**src/rtl/reg_file_pkg.sv**
```systemverilog
// Shared definitions for the banked register-pair file: logical pair indices,
// the pair type and the logical-to-physical slot function.
package reg_file_pkg;

    localparam int unsigned PKG_DW = 32'd8;

    localparam int unsigned IDX_AF = 32'd0;
    localparam int unsigned IDX_BC = 32'd1;
    localparam int unsigned IDX_DE = 32'd2;
    localparam int unsigned IDX_HL = 32'd3;
    localparam int unsigned IDX_IX = 32'd4;
    localparam int unsigned IDX_IY = 32'd5;
    localparam int unsigned IDX_WZ = 32'd6;
    localparam int unsigned IDX_SP = 32'd7;

    typedef logic [2*PKG_DW-1:0] pair_t;

    // Physical layout: slots 0..npair-1 are the primary/unbanked pairs,
    // slot npair+i is the alternate of banked pair i. Out of range -> npair+nalt.
    function automatic int unsigned phys_idx(
        input int unsigned lidx,
        input logic        b_af,
        input logic        b_main,
        input logic        swap,
        input int unsigned npair,
        input int unsigned nalt,
        input int unsigned idx_de,
        input int unsigned idx_hl
    );
        int unsigned slot;
        logic        bank;
        if (swap && (lidx == idx_de)) begin
            slot = idx_hl;
        end else if (swap && (lidx == idx_hl)) begin
            slot = idx_de;
        end else begin
            slot = lidx;
        end
        if (lidx == 32'd0) begin
            bank = b_af;
        end else if (lidx < nalt) begin
            bank = b_main;
        end else begin
            bank = 1'b0;
        end
        if (lidx >= npair) begin
            return npair + nalt;
        end else if (bank) begin
            return npair + slot;
        end else begin
            return slot;
        end
    endfunction

endpackage

```
**src/rtl/reg_file_map.sv**
```systemverilog
// Combinational logical-pair to physical-slot mapper driven by the exchange flags.
module reg_file_map
    import reg_file_pkg::*;
#(
    parameter int unsigned NPAIR  = 32'd8,
    parameter int unsigned NALT   = 32'd4,
    parameter int unsigned IDX_DE = 32'd2,
    parameter int unsigned IDX_HL = 32'd3,
    parameter int unsigned SELW   = 32'd3,
    parameter int unsigned PW     = 32'd4
) (
    input  logic [SELW-1:0] sel_i,
    input  logic            bank_af_i,
    input  logic            bank_main_i,
    input  logic [1:0]      dehl_swap_i,
    output logic [PW-1:0]   phys_o,
    output logic            valid_o
);

    assign valid_o = (32'(sel_i) < NPAIR);
    assign phys_o  = PW'(phys_idx(32'(sel_i), bank_af_i, bank_main_i,
                                  dehl_swap_i[bank_main_i],
                                  NPAIR, NALT, IDX_DE, IDX_HL));

endmodule

```
**src/rtl/reg_file_banked.sv**
```systemverilog
// Banked register-pair file with one-cycle exchanges done by remapping flags.
// Optional physical debug read port: define REG_FILE_BANKED_DBG_EN.
module reg_file_banked
    import reg_file_pkg::*;
#(
    parameter int unsigned DW      = 32'd8,
    parameter int unsigned NPAIR   = 32'd8,
    parameter int unsigned NALT    = 32'd4,
    parameter int unsigned IDX_DE  = 32'd2,
    parameter int unsigned IDX_HL  = 32'd3,
    parameter logic [DW-1:0] RST_VAL = '1,
    localparam int unsigned SELW   = (NPAIR > 32'd1) ? $clog2(NPAIR) : 32'd1,
    localparam int unsigned NPHYS  = NPAIR + NALT,
    localparam int unsigned PW     = $clog2(NPHYS)
) (
    input  logic            clk,
    input  logic            reset,
`ifdef REG_FILE_BANKED_DBG_EN
    input  logic [PW-1:0]   dbg_sel,
    output logic [2*DW-1:0] dbg_data,
`endif
    input  logic [SELW-1:0] wr_sel,
    input  logic            wr_en_hi,
    input  logic            wr_en_lo,
    input  logic [2*DW-1:0] wr_data,
    input  logic [SELW-1:0] rd_sel_a,
    input  logic [SELW-1:0] rd_sel_b,
    output logic [2*DW-1:0] rd_data_a,
    output logic [2*DW-1:0] rd_data_b,
    input  logic            ex_af,
    input  logic            exx,
    input  logic            ex_de_hl,
    output logic            bank_af,
    output logic            bank_main,
    output logic [1:0]      dehl_swap
);

    logic [2*DW-1:0] mem_q [NPHYS];
    logic            bank_af_q, bank_af_d;
    logic            bank_main_q, bank_main_d;
    logic [1:0]      dehl_swap_q, dehl_swap_d;
    logic [2*DW-1:0] rd_a_q, rd_a_d, rd_b_q, rd_b_d;

    logic [PW-1:0]   wr_phys_s, rd_a_phys_s, rd_b_phys_s;
    logic            wr_valid_s, rd_a_valid_s, rd_b_valid_s;

    reg_file_map #(.NPAIR(NPAIR), .NALT(NALT), .IDX_DE(IDX_DE), .IDX_HL(IDX_HL),
                   .SELW(SELW), .PW(PW)) u_map_wr (
        .sel_i(wr_sel), .bank_af_i(bank_af_q), .bank_main_i(bank_main_q),
        .dehl_swap_i(dehl_swap_q), .phys_o(wr_phys_s), .valid_o(wr_valid_s));

    reg_file_map #(.NPAIR(NPAIR), .NALT(NALT), .IDX_DE(IDX_DE), .IDX_HL(IDX_HL),
                   .SELW(SELW), .PW(PW)) u_map_rd_a (
        .sel_i(rd_sel_a), .bank_af_i(bank_af_q), .bank_main_i(bank_main_q),
        .dehl_swap_i(dehl_swap_q), .phys_o(rd_a_phys_s), .valid_o(rd_a_valid_s));

    reg_file_map #(.NPAIR(NPAIR), .NALT(NALT), .IDX_DE(IDX_DE), .IDX_HL(IDX_HL),
                   .SELW(SELW), .PW(PW)) u_map_rd_b (
        .sel_i(rd_sel_b), .bank_af_i(bank_af_q), .bank_main_i(bank_main_q),
        .dehl_swap_i(dehl_swap_q), .phys_o(rd_b_phys_s), .valid_o(rd_b_valid_s));

    // Read next-state: mapped slot with per-lane write-first bypass on a logical match.
    always_comb begin
        rd_a_d = '0;
        rd_b_d = '0;
        if (rd_a_valid_s) begin
            rd_a_d = mem_q[rd_a_phys_s];
        end else begin
            rd_a_d = '0;
        end
        if (rd_b_valid_s) begin
            rd_b_d = mem_q[rd_b_phys_s];
        end else begin
            rd_b_d = '0;
        end
        if (wr_valid_s && (wr_sel == rd_sel_a)) begin
            if (wr_en_hi) rd_a_d[2*DW-1:DW] = wr_data[2*DW-1:DW]; else rd_a_d = rd_a_d;
            if (wr_en_lo) rd_a_d[DW-1:0]    = wr_data[DW-1:0];    else rd_a_d = rd_a_d;
        end else begin
            rd_a_d = rd_a_d;
        end
        if (wr_valid_s && (wr_sel == rd_sel_b)) begin
            if (wr_en_hi) rd_b_d[2*DW-1:DW] = wr_data[2*DW-1:DW]; else rd_b_d = rd_b_d;
            if (wr_en_lo) rd_b_d[DW-1:0]    = wr_data[DW-1:0];    else rd_b_d = rd_b_d;
        end else begin
            rd_b_d = rd_b_d;
        end
    end

    // Exchange flags: DE/HL toggle targets the bank that is current before the edge.
    always_comb begin
        bank_af_d   = bank_af_q ^ ex_af;
        bank_main_d = bank_main_q ^ exx;
        dehl_swap_d = dehl_swap_q;
        dehl_swap_d[bank_main_q] = dehl_swap_q[bank_main_q] ^ ex_de_hl;
    end

    // Storage array: byte-lane writes into the pre-edge mapped slot.
    always_ff @(posedge clk) begin
        if (reset) begin
            for (int i = 0; i < int'(NPHYS); i++) begin
                mem_q[i] <= {2{RST_VAL}};
            end
        end else begin
            if (wr_valid_s && wr_en_hi) begin
                mem_q[wr_phys_s][2*DW-1:DW] <= wr_data[2*DW-1:DW];
            end
            if (wr_valid_s && wr_en_lo) begin
                mem_q[wr_phys_s][DW-1:0] <= wr_data[DW-1:0];
            end
        end
    end

    // Flag and read-data registers.
    always_ff @(posedge clk) begin
        if (reset) begin
            bank_af_q   <= 1'b0;
            bank_main_q <= 1'b0;
            dehl_swap_q <= 2'b00;
            rd_a_q      <= '0;
            rd_b_q      <= '0;
        end else begin
            bank_af_q   <= bank_af_d;
            bank_main_q <= bank_main_d;
            dehl_swap_q <= dehl_swap_d;
            rd_a_q      <= rd_a_d;
            rd_b_q      <= rd_b_d;
        end
    end

    assign rd_data_a = rd_a_q;
    assign rd_data_b = rd_b_q;
    assign bank_af   = bank_af_q;
    assign bank_main = bank_main_q;
    assign dehl_swap = dehl_swap_q;

`ifdef REG_FILE_BANKED_DBG_EN
    assign dbg_data = (32'(dbg_sel) < NPHYS) ? mem_q[dbg_sel] : '0;
`endif

endmodule

```
**config.mk**
```make
export PLATFORM = sky130hd
export DESIGN_NAME = reg_file_banked
export DESIGN_NICKNAME = d
export VERILOG_FILES = /design/src/rtl/reg_file_pkg.sv /design/src/rtl/reg_file_map.sv /design/src/rtl/reg_file_banked.sv
export SDC_FILE = /design/constraint.sdc
export NUM_CORES = 1
export LEC_CHECK = 0
export ABC_AREA = 0
export BUFFER_PORTS_ARGS = -buffer_cell sky130_fd_sc_hd__buf_2
export CORE_ASPECT_RATIO = 1.75
export CORE_MARGIN = 2
export CORE_UTILIZATION = 50
export CTS_CLUSTER_DIAMETER = 50
export DETAILED_ROUTE_END_ITERATION = 8
export HOLD_SLACK_MARGIN = 0.12
export PLACE_DENSITY_LB_ADDON = 0.1
export SLEW_MARGIN = 10
export SYNTH_ARGS = -nofsm -noshare
export SYNTH_HDL_FRONTEND = slang
export SYNTH_HIERARCHICAL = 1
export SYNTH_SLANG_ARGS = --single-unit
```
**constraint.sdc**
```tcl
create_clock -name clk -period 5.83 [get_ports clk]
set_input_delay 0.8745 -clock clk [delete_from_list [all_inputs] [get_ports clk]]
set_output_delay 0.8745 -clock clk [all_outputs]
set_load 0.05 [all_outputs]
```
==> After elaboration in Yosys (flattened, before gate mapping) <==
Memories as Yosys holds them, arrays and structs flattened.
Index checks and enable logic that the tools add are counted.
Widths: inputs -> output; s select.
{ "totals": {"regBits": 36, "mem_bits_rw": 192, "inputBits": 32, "output_inout_bits": 36, "wordCells": 73, "mem_count": 1} }
{ "op_classes": {"add_sub_neg": 3, "order_cmp": 5, "eq_ne": 8, "muxes": 37, "bitwise_logic": 3, "n_reduce_logical": 11} }
{ "memory_table": {"columns": ["name", "depth", "width", "rd", "rd_ports_with_merged_regs", "wr", "line", "rtl"], "rows": [
  ["mem_q", 12, 16, 2, 0, 12, "reg_file_banked.sv:38", "logic [2*DW-1:0] mem_q [NPHYS];"]
]} }
{ "ops": {"columns": ["op", "count"], "rows": [
  ["$mux 16", 3],
  ["$mux 8", 4],
  ["$eq 3x2->1 const B", 6],
  ["$mux 3", 6],
  ["$mux 1", 17],
  ["$mux 4", 4],
  ["$reduce_or 16->1", 1],
  ["$add 4x4->4 const A", 3],
  ["$logic_not 3->1", 3],
  ["$lt 3x3->1 const B", 3],
  ["$logic_and 1x1->1", 7],
  ["$eq 3x3->1", 2],
  ["$xor 1x1->1", 3],
  ["$bwmux 2", 1],
  ["$lt 1x2->1 const B", 1],
  ["$mux 2", 1],
  ["$demux 1 s1", 1],
  ["$ge 1x1->1 const B", 1]
]} }

==> Logic depth before layout (Yosys ltp) <==
An unclocked memory read counts as a cell.
{ "logic_depth": {"depth_word": 10, "depth_mapped": 9, "depth_no_buf": 7} }

==> Modules after synthesis <==
The synthesis kept the hierarchy.
{ "modules_own_cells": {"columns": ["module", "n_inst", "cells_per_inst", "area_per_inst_um2", "seq_area_each_um2"], "rows": [
  ["reg_file_banked", 1, 918, 14564.0, 8408.1],
  ["reg_file_map", 3, 11, 67.6, 0.0]
]} }

==> Worst setup path before layout <==
No wires, ideal clock.
{ "synth_timing": {"kind": "register to register", "from": "register bank_main_q (netlist: bank_main)", "to": "register rd_b_q[15] (netlist: rd_data_b[15])", "setup_ps": 126, "arrival_time_ps": 2716, "required_ps": 5704, "path_slack_ps": 2988, "path_stages_with_launch": 9, "path_buffers": 1, "period_less_slack_ps": 2842, "cell_sequence": "dfxtp_1 > mux2i_1 > nor3b_2 > xor2_1 > buf_2 > mux4_2 > mux2_2 > a32oi_1 > o21ai_0"} }
{ "synth_between": {"elab_chain_cells": 10, "word_cells_on_any_way": 13, "classes_between": "add/sub: 1; mux: 9; reduce/logical: 2; memory: 1"} }
{ "synth_lines": {"columns": ["element", "line", "rtl"], "rows": [
  ["start, declared", "reg_file_banked.sv:40", "logic bank_main_q, bank_main_d;"],
  ["start signal, assigned", "reg_file_banked.sv:124", "bank_main_q <= bank_main_d;"],
  ["$mux 1 (implied by the code) (2 in a row)", "reg_file_map.sv:22", "dehl_swap_i[bank_main_i],"],
  ["$logic_and 1x1->1", "reg_file_pkg.sv:34", "end else if (swap && (lidx == idx_hl)) begin"],
  ["$mux 3", "reg_file_pkg.sv:34", null],
  ["$mux 3", "reg_file_pkg.sv:32", "if (swap && (lidx == idx_de)) begin"],
  ["$add 4x4->4", "reg_file_pkg.sv:49", "return npair + slot;"],
  ["$mux 4 *", "reg_file_pkg.sv:48", "end else if (bank) begin"],
  ["net rd_b_phys_s[0]", "reg_file_banked.sv:44", "logic [PW-1:0] wr_phys_s, rd_a_phys_s, rd_b_phys_s;"],
  ["$mem_v2 12x16 *", null, null],
  ["$mux 8", "reg_file_banked.sv:83", "if (wr_en_hi) rd_b_d[2*DW-1:DW] = wr_data[2*DW-1:DW]; else rd_b_d = rd_b_d;"],
  ["$mux 16 *", "reg_file_banked.sv:82", "if (wr_valid_s && (wr_sel == rd_sel_b)) begin"],
  ["end signal, assigned", "reg_file_banked.sv:127", "rd_b_q <= rd_b_d;"],
  ["end, declared", "reg_file_banked.sv:42", "logic [2*DW-1:0] rd_a_q, rd_a_d, rd_b_q, rd_b_d;"]
]} }
The timed path passes the listed nets; every way through them passes the cells marked *. The select of a mux whose other input is x is not followed.
A chain may end at the register's enable or synchronous reset.

==> results.sh <==
export IMPL_synth_seq_cells=292
export IMPL_outcome="finished, final reports clean"
export IMPL_fin_ws_ps=2210
export IMPL_ant_nets=0
export IMPL_min_period_ps=3620
export IMPL_tightest_slew_ps=1100
export IMPL_p_clk_share_pct=39.1
export IMPL_hp_class="in2reg"
export IMPL_hpwl_mm=27.6
export IMPL_fp_dieH_um=231
export IMPL_synth_area_mm2=0.0148
export IMPL_register_area_mm2=0.00841
export IMPL_drc=0
export IMPL_syn_inst=951
export IMPL_area_growth_pct=10.3
export IMPL_multi_input_area_mm2=0.00604
export IMPL_wl_per_cell_um=28.7
export IMPL_clk_pin_slew_worst_paths_ps=60
export IMPL_switching_share_pct=25.0
export IMPL_ctsResizeCount=0
export IMPL_htreeDepth=1
export IMPL_viasPerCell=6.17
export IMPL_place_gp_congestion=0.861
export IMPL_avgSynthCellArea_um2=15.5
export IMPL_drt_wl_total_mm=40.1
export IMPL_yosys_area_top_type_share_pct=52.1
export IMPL_io_pins=68
export IMPL_power_density_mw_per_mm2=286
export IMPL_port_buffers=67
export IMPL_utilization_pct=55.8
export IMPL_synth_edf_count=256
export IMPL_drive_gt1_share_pct=47.5
export IMPL_timing_final_crit_share_pct=62.1
export IMPL_fp_coreArea_mm2=0.0292
export IMPL_worst_path_max_fanout=10
export IMPL_cp_slowest_cell="dfxtp_1"
export IMPL_cts_path_max_buffers=3
export IMPL_slew_headroom_pct=26.5
export IMPL_max_freq_mhz=276
export IMPL_synth_common_cells="edfxtp_1 (256), or2_2 (192), mux4_2 (128)"
export IMPL_comb_power_share_pct=11.0
export IMPL_finalHoldViolCount=0
export IMPL_required_ps=6020
export IMPL_setup_viol=0
export IMPL_cts_sinks=292
export IMPL_nets=1023
export IMPL_grt_overflow_total=0
export IMPL_n_antenna_cell=0
export IMPL_path_cells="mux2i_1, nor3b_2, xor2_1, nor2b_1, nand2_1, nand2b_1"
export IMPL_synth_nets=983
export IMPL_numCtsBuffers=28
export IMPL_cts_tree="done"
export IMPL_ys_types=35
export IMPL_grt_max_degree=54
export IMPL_leakagePower_nw=4.64
export IMPL_slew_viol_final=0
export IMPL_p_int_w=0.00349
export IMPL_grt_pass1_wl_mm=58.6
export IMPL_synth_main_ff_cell="edfxtp_1"
export IMPL_p_sw_w=0.00117
export IMPL_ys_top_cells_by_area="edfxtp_1 (52%), mux4_2 (20%), or2_2 (8.1%), dfxtp_1 (4.9%), mux2i_1 (2.8%)"
export IMPL_slowest_delay_ps=650
export IMPL_dieWidth_um=134
export IMPL_ys_async_sr_fraction_pct=0
export IMPL_synth_most_common_cell="edfxtp_1"
export IMPL_maxCapViolCount=0
export IMPL_antenna_found_initial=3
export IMPL_dieArea_mm2=0.0310
export IMPL_fill_cells=2347
export IMPL_cts_hold_buf=0
export IMPL_worstSetupEndpointType="flop"
export IMPL_postCtsSetupRepairBufs=0
export IMPL_grt_total_usage_pct=26.5
export IMPL_insertion_delay_ps=560
export IMPL_cts_root_buf="clkbuf_16"
export IMPL_place_ws_ps=1990
export IMPL_critPathBufInv=0
export IMPL_vias=8614
export IMPL_initial_core_util_pct=50.6
export IMPL_rsz0062_at_grt="no"
export IMPL_timing_setup_tns_ps=0
export IMPL_yosysTopAreaCell="edfxtp_1"
export IMPL_ir_drop_mv=0.240
export IMPL_clock_skew_ps=12.1
export IMPL_critPathArrivalTime_ps=3810
export IMPL_critPathLaunchType="flop"
export IMPL_ys_seq_area_share_pct=56.9
export IMPL_grt_pass1_vias=9046
export IMPL_drt_iter0_markers=539
export IMPL_critPathKind="reg2reg"
export IMPL_dr_pass1_iters=5
export IMPL_cp_top_family="simple AND/OR/NAND/NOR gates"
export IMPL_ys_warn_count=6
export IMPL_power_frac_seq_pct=49.9
export IMPL_row_count=83
[kinds of logic after synthesis]
| family | synth area share [%] |
|---|---|
| flops | 56.9 |
| xor+xnor | 0.771 |
| buf+inv | 2.55 |
| simple gates | 12.4 |
| other cells | 0.0763 |
| compound gates | 2.96 |
| mux | 24.3 |
[layout make-up]
cell class                      count  share of cell area [%]
Timing Repair Buffer               82                    2.86
Clock buffer                       38                    4.72
Tap cell                          382                    2.93
Clock inverter                     14                   0.837
Multi-Input combinational cell    587                    37.0
Sequential cell                   292                    51.6
[through the flow]
stage	area (um^2)	instances	hold slack (ps)	total power, W
6_report	16300	1395	567	0.00466
5_1_grt	16300	1395	580	0.00478
4_1_cts	16300	1395	551	0.00469
3_5_place_dp	15400	1343	588	0.00289
3_3_place_gp	15400	1343	580	0.00288
2_1_floorplan	14800	951	710	0.00273
[state kept, by name, indices dropped and copies added (netlist names)]
name,count
dehl_swap,2
bank_main,1
bank_af,1
mem_q,256
rd_data_b,16
rd_data_a,16
[worst register-to-register path, cell delays in order (launching register included)]
cell,delay [ps]
dfxtp_1,650
mux2i_1,530
nor3b_2,100
xor2_1,430
nor2b_1,600
nand2_1,420
nand2b_1,530
[placed cells by master (no fill, tap or decap), types with 3 or more instances in the layout]
master,instances
mux2i_1,42
o21ai_1,14
a32oi_1,22
buf_2,65
or4_1,3
nor2b_1,3
mux2_2,25
inv_6,3
clkbuf_1,8
a21oi_1,3
or2_2,192
nand2b_1,26
o221ai_1,9
nand2_1,43
o21ai_0,13
buf_4,16
clkbuf_16,29
nand3_1,4
nor2_1,20
clkinv_2,6
nor4_1,4
edfxtp_1,256
conb_1,3
dfxtp_1,36
xnor2_1,3
mux4_2,128
nor3b_2,5
xor2_1,8
[path summary, 6_finish.rpt]
path / start / endpoint / slack [ps] / cells past startpoint
max: bank_main$_SDFF_PP0_ / mem_q[9][7]$_SDFFCE_PN1P_ / 2210 / 6
min: exx / bank_main$_SDFF_PP0_ / 570 / 3
max reg2reg: bank_main$_SDFF_PP0_ / mem_q[9][7]$_SDFFCE_PN1P_ / 2210 / 6
min reg2reg: dehl_swap[1]$_SDFFE_PP0P_ / dehl_swap[1]$_SDFFE_PP0P_ / 600 / 2
[power groups by stage]
stage                     combinational (W)  sequential, W  clock [W]
after floorplan                    0.000285        0.00244          0
after global placement             0.000516        0.00237          0
after detailed placement           0.000519        0.00237          0
after CTS                          0.000520        0.00232    0.00184
after global routing               0.000541        0.00233    0.00191
final                              0.000514        0.00232    0.00182
[per-layer routing]
| layer | track usage (%) | routed length, um | vias up |
|---|---|---|---|
| li1 | - | - | 3777 |
| met1 | 27.7 | 13400 | 4466 |
| met2 | 51.2 | 22800 | 260 |
| met3 | 2.36 | 1340 | 107 |
| met4 | 14.8 | 2520 | 4 |
| met5 | 0 | 25 | - |
Power figures use the tool's default switching activity.
